===== config.mk =====
export PLATFORM = sky130hd
export DESIGN_NAME = scale_shift_calib
export DESIGN_NICKNAME = d
export VERILOG_FILES = /design/src/rtl/scale_shift_calib.sv
export SDC_FILE = /design/constraint.sdc
export NUM_CORES = 1
export LEC_CHECK = 0
export CORE_UTILIZATION = 49
export DETAILED_ROUTE_END_ITERATION = 7
export PLACE_DENSITY_LB_ADDON = 0.12
export SYNTH_ARGS = -nofsm -noshare
export SYNTH_HDL_FRONTEND = slang
export SYNTH_SLANG_ARGS = --single-unit
export TNS_END_PERCENT = 10

===== constraint.sdc =====
create_clock -name clk -period 2.98 [get_ports clk]
set_input_delay 0.298 -clock clk [delete_from_list [all_inputs] [get_ports clk]]
set_output_delay 0.298 -clock clk [all_outputs]
set_load 0.02 [all_outputs]

===== src/rtl/scale_shift_calib.sv =====
// Per-tile requantization shift calibrator: tracks the OR of sample magnitudes
// and derives the right-shift that keeps every sample within 16 signed bits.
// Optional build macro: SCALE_SHIFT_GUARD_EN (adds one guard bit, K = 14).
module scale_shift_calib (
   input  logic               clk,
   input  logic               rst,
   input  logic               start,
   input  logic signed [31:0] din,
   input  logic               din_valid,
   input  logic               din_last,
   output logic [3:0]         shift,
   output logic               shift_valid,
   output logic               sat,
   output logic [15:0]        count,
   output logic               busy
);

`ifdef SCALE_SHIFT_GUARD_EN
   localparam logic [5:0] K = 6'd14;
`else
   localparam logic [5:0] K = 6'd15;
`endif

   typedef enum logic [1:0] {
      IDLE = 2'd0,
      ACC  = 2'd1,
      CALC = 2'd2,
      DONE = 2'd3
   } state_t;

   state_t      state_q;
   state_t      state_d;
   logic [30:0] m_q;
   logic [15:0] cnt_q;
   logic [30:0] mag;
   logic        msb_nz;
   logic [4:0]  msb_p;
   logic [5:0]  raw;

   // sign-folded magnitude: leading sign copies become zeros
   assign mag = din[30:0] ^ {31{din[31]}};

   // state register
   always_ff @(posedge clk) begin
      if (rst) state_q <= IDLE;
      else     state_q <= state_d;
   end

   // next-state logic
   always_comb begin
      state_d = state_q;
      unique case (state_q)
         IDLE: if (start) state_d = ACC;
         ACC:  if (din_valid && din_last) state_d = CALC;
         CALC: state_d = DONE;
         DONE: state_d = IDLE;
         default: state_d = IDLE;
      endcase
   end

   // state-decoded outputs
   always_comb begin
      busy        = (state_q != IDLE);
      shift_valid = (state_q == DONE);
   end

   // magnitude accumulator and sample counter
   always_ff @(posedge clk) begin
      if (rst) begin
         m_q   <= '0;
         cnt_q <= '0;
      end else if (state_q == IDLE && start) begin
         m_q   <= '0;
         cnt_q <= '0;
      end else if (state_q == ACC && din_valid) begin
         m_q   <= m_q | mag;
         cnt_q <= cnt_q + 16'd1;
      end
   end

   // highest set bit of the accumulated magnitude
   always_comb begin
      msb_nz = 1'b0;
      msb_p  = 5'd0;
      for (int i = 0; i < 31; i++) begin
         if (m_q[i]) begin
            msb_nz = 1'b1;
            msb_p  = i[4:0];
         end
      end
   end

   // raw shift = max(0, p + 1 - K)
   always_comb begin
      raw = 6'd0;
      if (msb_nz && {1'b0, msb_p} >= K)
         raw = {1'b0, msb_p} + 6'd1 - K;
   end

   // result registers, loaded on the CALC -> DONE edge only
   always_ff @(posedge clk) begin
      if (rst) begin
         shift <= 4'd0;
         sat   <= 1'b0;
         count <= 16'd0;
      end else if (state_q == CALC) begin
         shift <= (raw > 6'd15) ? 4'd15 : raw[3:0];
         sat   <= (raw > 6'd15);
         count <= cnt_q;
      end
   end

endmodule


-- Yosys cells after proc, flatten, opt, wreduce, memory -nomap -nowiden
Index checks and enable logic that the tools add are counted.
- register bits: 70
- output and inout port bits: 23
- word-level logic and storage cells: 92
- add/subtract/negate cells: 3
- mux-type cells: 66
- eq/ne operators: 5
- reduce and logical (&&, ||, !) cells: 8
- bitwise logic cells: 2
- $lt $le $gt $ge: 2
- operators with widths (kind ; count):
    $mux W5 ; 29
    $mux W1 ; 32
    $or A31 B31 Y31 ; 1
    $xor A31 B31 Y31 ; 1
    $add A16 B1 Y16 const B ; 1
    $pmux W2 S4 ; 1
    $add A5 B1 Y6 const B ; 1
    $gt A6 B4 Y1 const B ; 1
    $mux W6 ; 1
    $sub A6 B4 Y6 const B ; 1
    $ge A5 B4 Y1 const B ; 1
    $eq A2 B2 Y1 const B ; 2
    $logic_and A1 B1 Y1 ; 4
    $mux W2 ; 2
    $mux W4 ; 1
    $ne A2 B2 Y1 const B ; 2
    $eq A2 B1 Y1 const B ; 1
    $logic_not A2 Y1 ; 1
    $reduce_and A2 Y1 ; 1
    $reduce_bool A2 Y1 ; 1
    $reduce_or A2 Y1 ; 1

-- Logic depth before layout (Yosys ltp)
Gate-level depths: netlist (run 1).
- word-level depth: 35
- depth in mapped cells: 10
- depth with buffers taken out: 10

-- Worst setup path before layout (run 1)
Ideal clock, no wire load.
- path type: register to register
- from: reg m_q[12]
- to: reg shift[0]
- setup slack: 0.725 ns
- data arrival time: 2.134 ns
- buffers on the path: 0
- stages on the path, launching flop included: 11
- path through: dfxtp_1 > or4_1 > nor3_2 > a22oi_2 > a31oi_4 > ha_1 > inv_1 > o22ai_1 > a31oi_1 > a31oi_1 > o21ai_1
- word-level cells in the longest chain between the ends: 24
- RTL lines (item ; line ; source):
    start, declared ; 33 ; logic [30:0] m_q;
    start signal, assigned ; 76 ; m_q <= m_q | mag;
    $mux W5 (19 in a row) ; 86 ; if (m_q[i]) begin
    $add A5 B1 Y6 or $ge A5 B4 Y1 (tied branches) ; 97, 96 ;
    $sub A6 B4 Y6 or $logic_and A1 B1 Y1 (tied branches) ; 97, 96 ;
    $mux W6 (*) ; 96 ; if (msb_nz && {1'b0, msb_p} >= K)
    $gt A6 B4 Y1 ; 107 ; shift <= (raw > 6'd15) ? 4'd15 : raw[3:0];
    $mux W4 (*) ; 107 ;
    end signal, assigned ; 107 ;
    end, declared ; 11 ; output logic [3:0] shift,
Mark *: on every way between the ends. The rest lies on a longest branch, timed or not.
A chain may end at the register's enable or synchronous reset.

-- Worst setup path in the final report (run 1)
Same ends and word-level chain as after synthesis.

==> qor.yml, run 1 <==
hold_path:
  hp-start: "sat$_SDFFE_PP0P_"
  holdPathEnd: "sat$_SDFFE_PP0P_"
  holdPathStages: 2
  hp-class: "flip-flop to flip-flop"
placement:
  hpwl_um: 4730
  dp_slack_ns: 0.529
  gp_congestion: 0.815
  dpl_cell_area_um2: 3950
  numPortBuffers: 59
synth:
  yosysWarnings: 0
  synth_cell_types: 44
  netlist_instances: 384
  yosysSeqAreaShare_pct: 42.5
  synth_nets: 428
  synth_area_um2: 3300
  syn_avg_cell_area_um2: 8.59
  synth-seq-cells: 70
detailed_routing:
  wl_um: 6840
  drc: 10
  drtPass1Iterations: 7
  vias: 2772
  drt_first_iter_violations: 155
  wl_per_cell_um: 13.1
  viasPerCell: 5.31
  ant_nets: 0
cells_and_area:
  stdcell_area_um2: 4120
  drive_gt1_share_pct: 6.07
  layout_common_cells: "77 x nor2_1, 70 x dfxtp_1, 58 x clkdlybuf4s50_1"
  antenna_cells: 0
  final_common_cell: "nor2_1"
  fin_nets: 485
  syn2layout_area_growth_pct: 24.8
sta:
  worstMarginPinSlew_ns: 0.835
  setup_viol_count_final: 0
  finalCriticalPeriod_ns: 2.48
  finalSetupTns_ns: 0
  setup_ws_ns: 0.499
  hold_viol: 0
  period_share_pct: 83.3
  fin_skew_ns: 0.00475
  drv_slew: 0
  whs_ns: 0.447
  max_slew_margin_pct: 44.3
  grt_setup_unrepaired: "false"
  clock.fmax_mhz: 403
critical_path:
  path_delay_family: "compound AO/OA/AOI/OAI gates"
  r2r_cells: 10
  crit_fanout: 7
  cpMaxStageDelayCell: "or4_1"
  critPathMaxStageDelay_ns: 0.56
  rr_endpoint: "shift[0]$_SDFFE_PP0P_"
  cp_common_cell: "a31oi_1"
  required_ns: 3.22
  worst_setup_path_end_kind: "flip-flop"
  critPathBufInv: 1
  r2r_start: "m_q[12]$_SDFFE_PP0P_"
  crit_type: "flip-flop to flip-flop"
  reg2reg_slack_ns: 0.50
  cp-start-kind: "flip-flop"
  cp_cell_sequence: "or4_1 > nor3_2 > a22oi_2 > a31oi_4 > ha_1 > inv_1 > o22ai_1 > a31oi_1 > a31oi_1 > o21ai_1"
  crit_arrival_ns: 2.72
job:
  maxCapViolations: 0
clock_tree:
  cts-root-buf: "clkbuf_8"
  cts_buffers: 9
  cts_sinks: 70
  cts_setup_buffers: 0
  cts_tree: "done"
  clock_latency_ns: 0.35
  post_cts_resize_count: 0
  clock_path_buffers: 2
  clkTransAtPathRegs_ns: 0.07
  h-tree-depth: 3
  ctsHoldBuffers: 0
floorplanning:
  start_util_pct: 51.4
  die_area_um2: 7070
  row_count: 29
  dieWidth_um: 84.1
  die_y_um: 84.1
  num_io_pins: 60
  core_area_um2: 6420
global_route:
  grt_start_max_net_pins: 48
  grt_pass1_wl_um: 11600
  grt_usage_pct: 20.7
  grt-ovfl-total: 0
  grt_pass1_vias: 2516
  antenna_found_initial: 0
power:
  peakVddDrop_mv: 0.348
  total_power_mw: 2.92
  power.density_nw_per_um2: 708
  power_leakage_nw: 1.56
status:
  status: "complete, but fails checks"
  violations: "DRC"
[Yosys cell counts (all sizes together)]
library cell | number | area (um2)
a211o | 1 | 8.76
a211oi | 1 | 7.51
a21o | 1 | 7.51
a21oi | 42 | 210
a221oi | 1 | 8.76
a22o | 1 | 17.5
a22oi | 1 | 12.5
a2bb2oi | 1 | 8.76
a31oi | 4 | 55.1
and2 | 2 | 12.5
and3 | 3 | 18.8
and4 | 1 | 8.76
buf | 10 | 40.0
clkbuf | 7 | 26.3
dfxtp | 70 | 1400
ha | 7 | 87.6
inv | 11 | 41.3
mux2i | 18 | 180
nand2 | 20 | 75.1
nand2b | 4 | 25.0
nand3 | 4 | 20.0
nand4 | 4 | 25.0
nor2 | 77 | 289
nor2b | 2 | 12.5
nor3 | 8 | 50.1
nor4 | 8 | 50.1
o2111a | 1 | 11.3
o21ai | 12 | 60.1
o221ai | 1 | 8.76
o22ai | 1 | 6.26
o2bb2ai | 1 | 8.76
o311a | 3 | 30.0
o311ai | 1 | 8.76
o31ai | 3 | 22.5
or3 | 5 | 31.3
or4 | 4 | 33.8
or4b | 1 | 10.0
xnor2 | 3 | 26.3
xor2 | 39 | 342
[logic make-up after synthesis]
kind of cell,synth area share (%)
AOI/OAI and AO/OA,14.9
xor gates and xnor gates,11.1
adders and majority gates,2.65
buffers and inverters,3.26
DFF,42.5
muxes,5.46
and+or+nand+nor,20.1
[registers in the layout, summed over array words and instances, names as in the netlist]
register	flops
cnt_q	16
m_q	31
sat	1
shift	4
state_q	2
count	16
[stage by stage]
stage,cells,utilization (%)
global route,522,64.1
finish,522,64.1
global placement,507,61.4
CTS,522,64.1
detailed placement,507,61.4
floorplan,384,-
[worst min-delay path, cell delays in order, from the launching register on]
cell,delay (ns)
dfxtp_1,0.31
nand2_1,0.05
o21ai_1,0.05
[how the worst max path moves through the flow]
stage / from / endpoint / slack (ns) / cells past startpoint
2_1_floorplan: m_q[12]$_SDFFE_PP0P_ / shift[0]$_SDFFE_PP0P_ / 0.72 / 10
3_3_place_gp: m_q[12]$_SDFFE_PP0P_ / shift[0]$_SDFFE_PP0P_ / 0.64 / 10
3_5_place_dp: m_q[12]$_SDFFE_PP0P_ / shift[0]$_SDFFE_PP0P_ / 0.53 / 10
4_1_cts: m_q[12]$_SDFFE_PP0P_ / shift[0]$_SDFFE_PP0P_ / 0.51 / 10
5_1_grt: m_q[12]$_SDFFE_PP0P_ / shift[3]$_SDFFE_PP0P_ / 0.27 / 10
6_report: m_q[12]$_SDFFE_PP0P_ / shift[0]$_SDFFE_PP0P_ / 0.50 / 10
[power by group]
group	switching, mW	internal [mW]	total [mW]
combinational	0.629	0.510	1.14
clock	0.340	0.338	0.677
sequential	0.0866	1.01	1.10
[final cells by class]
type | instances | area (um2)
flip-flops and latches | 70 | 1400
multi-input cells | 286 | 1790
fillers | 553 | 2300
inverters | 11 | 41.3
repair buffers | 63 | 616
well taps | 77 | 96.3
clock inverters | 4 | 22.5
clock buffers | 11 | 151
[layer usage]
metal / vias to the layer above / global-route usage (%) / share of wire (%)
li1: 1439 / - / -
met4: 0 / 9.40 / 2.0
met5: - / 0 / 0
met1: 1252 / 27.9 / 51
met2: 70 / 31.5 / 42
met3: 11 / 4.65 / 4.7
No activity file was read; power rests on OpenSTA's default activity.
==> run 2: changes to the inputs <==
==> constraint.sdc (replaced) <==
create_clock -name clk -period 2.5 [get_ports clk]
set_input_delay 0.25 -clock clk [delete_from_list [all_inputs] [get_ports clk]]
set_output_delay 0.25 -clock clk [all_outputs]
set_load 0.02 [all_outputs]
==> qor.yml, run 2 (same netlist as run 1, synthesis figures left out) <==
placement:
  numPortBuffers: 59
  gp_congestion: 0.867
  dp_slack_ns: 0.115
  hpwl_um: 4840
  dpl_cell_area_um2: 3980
clock_tree:
  cts_buffers: 9
  h-tree-depth: 3
  cts-root-buf: "clkbuf_8"
  cts_sinks: 70
  clock_path_buffers: 2
  cts_tree: "done"
  ctsHoldBuffers: 0
  clock_latency_ns: 0.36
  clkTransAtPathRegs_ns: 0.07
critical_path:
  required_ns: 2.79
  r2r_start: "m_q[12]$_SDFFE_PP0P_"
  path_delay_family: "compound AO/OA/AOI/OAI gates"
  critPathMaxStageDelay_ns: 0.32
  crit_fanout: 6
  cp_cell_sequence: "buf_4 > nor4_1 > buf_4 > nand2_1 > o21ai_1 > nand2_1 > ha_4 > inv_1 > o22ai_2 > a31oi_2 > nor2_1 > o21ai_1"
  cpMaxStageDelayCell: "nor4_1"
  cp-start-kind: "flip-flop"
  worst_setup_path_end_kind: "flip-flop"
  worstSetupStartpoint: "m_q[12]$_SDFFE_PP0P_"
  crit_type: "flip-flop to flip-flop"
  critPathBufInv: 3
  crit_arrival_ns: 2.62
cells_and_area:
  top_register: "m_q"
  antenna_cells: 0
  top_regs: "m_q x31, cnt_q x16, count x16"
  largest_reg_flops: 31
  drive_gt1_share_pct: 8.19
  layout_common_cells: "77 x nor2_1, 70 x dfxtp_1, 58 x clkdlybuf4s50_1"
  syn2layout_area_growth_pct: 28.7
  final_common_cell: "nor2_1"
  fillers: 537
  fin_nets: 491
  stdcell_area_um2: 4250
detailed_routing:
  vias: 2812
  drtPass1Iterations: 6
  drt_first_iter_violations: 176
  wl_per_cell_um: 13.4
  wl_um: 7080
  drc: 12
  viasPerCell: 5.32
  ant_nets: 0
hold_path:
  hp-start: "shift[1]$_SDFFE_PP0P_"
  hp-class: "flip-flop to flip-flop"
floorplanning:
  dieWidth_um: 84.1
  row_count: 29
  die_area_um2: 7070
  num_io_pins: 60
  die_y_um: 84.1
  core_area_um2: 6420
  start_util_pct: 51.4
power:
  power_leakage_nw: 1.61
  power.density_nw_per_um2: 903
  peakVddDrop_mv: 0.497
  total_power_mw: 3.83
status:
  violations: "DRC"
  status: "complete, but fails checks"
sta:
  fin_skew_ns: 0.0139
  finalCriticalPeriod_ns: 2.33
  setup_viol_count_final: 0
  whs_ns: 0.447
  worstMarginPinSlew_ns: 0.863
  setup_ws_ns: 0.169
  max_slew_margin_pct: 42.5
  grt_setup_unrepaired: "true"
  clock.fmax_mhz: 429
  hold_viol: 0
  drv_slew: 0
  period_share_pct: 93.3
global_route:
  grt_usage_pct: 21.3
  antenna_found_initial: 0
  grt_pass1_wl_um: 12000
  grt-ovfl-total: 0
  grt_start_max_net_pins: 48
  grt_pass1_vias: 2602
job:
  maxCapViolations: 0
## run 2: changes by cell type in the layout (fill, tap and decap cells not counted)
cell / change
o22ai_2: +1
inv_6: +2
o22ai_1: -1
clkinvlp_4: +1
a31oi_2: +1
bufinv_16: +2
ha_4: +1
buf_4: +6
a31oi_1: -1
clkinv_2: -3
ha_1: -1
clkbuf_8: -1
## run 2: report_power, final
group / total, mW / internal (mW) / switching (mW) / leakage [nW]
registers: 1.31 / 1.21 / 0.0982 / 0.566
clock network: 1.05 / 0.595 / 0.456 / 0.110
logic: 1.48 / 0.678 / 0.799 / 0.932
## run 2: metal layers
metal  vias to the layer above  track usage [%]  share of wire, %
met4                         0             10.5               1.6
li1                       1446                -                 -
met2                        70             30.7                42
met3                         9             3.96               4.7
met1                      1287             30.2                51
met5                         -                0                 0
## run 2: final timing paths
check / endpoint / slack (ns) / depth (start not counted)
min reg2reg: shift[1]$_SDFFE_PP0P_ / 0.45 / 2
max reg2reg: shift[3]$_SDFFE_PP0P_ / 0.17 / 12
max: shift[3]$_SDFFE_PP0P_ / 0.17 / 12
min: shift[1]$_SDFFE_PP0P_ / 0.45 / 2
## run 2: stage by stage
stage,setup TNS [ns],std cells,util (%)
after global placement,0,512,62.0
after CTS,0,528,65.6
after floorplan,0,384,-
final,0,529,66.1
after detailed placement,0,512,62.0
after global routing,-0.151,529,66.1
## run 2: layout make-up
class / count / area, um2 / area share, %
multi-input combinational: 286 / 1820 / 42.8
sequential: 70 / 1400 / 33.0
timing repair buffer: 69 / 661 / 15.6
clock buffer: 10 / 138 / 3.24
tap: 77 / 96.3 / 2.27
clock inverter: 6 / 92.6 / 2.18
inverter: 11 / 41.3 / 0.973
## run 2: timing repair
| item | in CTS | in global routing |
|---|---|---|
| endpoints found under the setup margin | 0 | 4 |
| endpoints found under the hold margin | 0 | 0 |
| buffers inserted | 0 | 1 |
| resized for setup | 0 | 4 |
## run 2: worst min-delay path: cells and delay by family, from the launching register on
family | cells | cell delay (ns)
flip-flops | 1 | 0.31
AND/OR/NAND/NOR | 1 | 0.05
AO/OA/AOI/OAI | 1 | 0.05
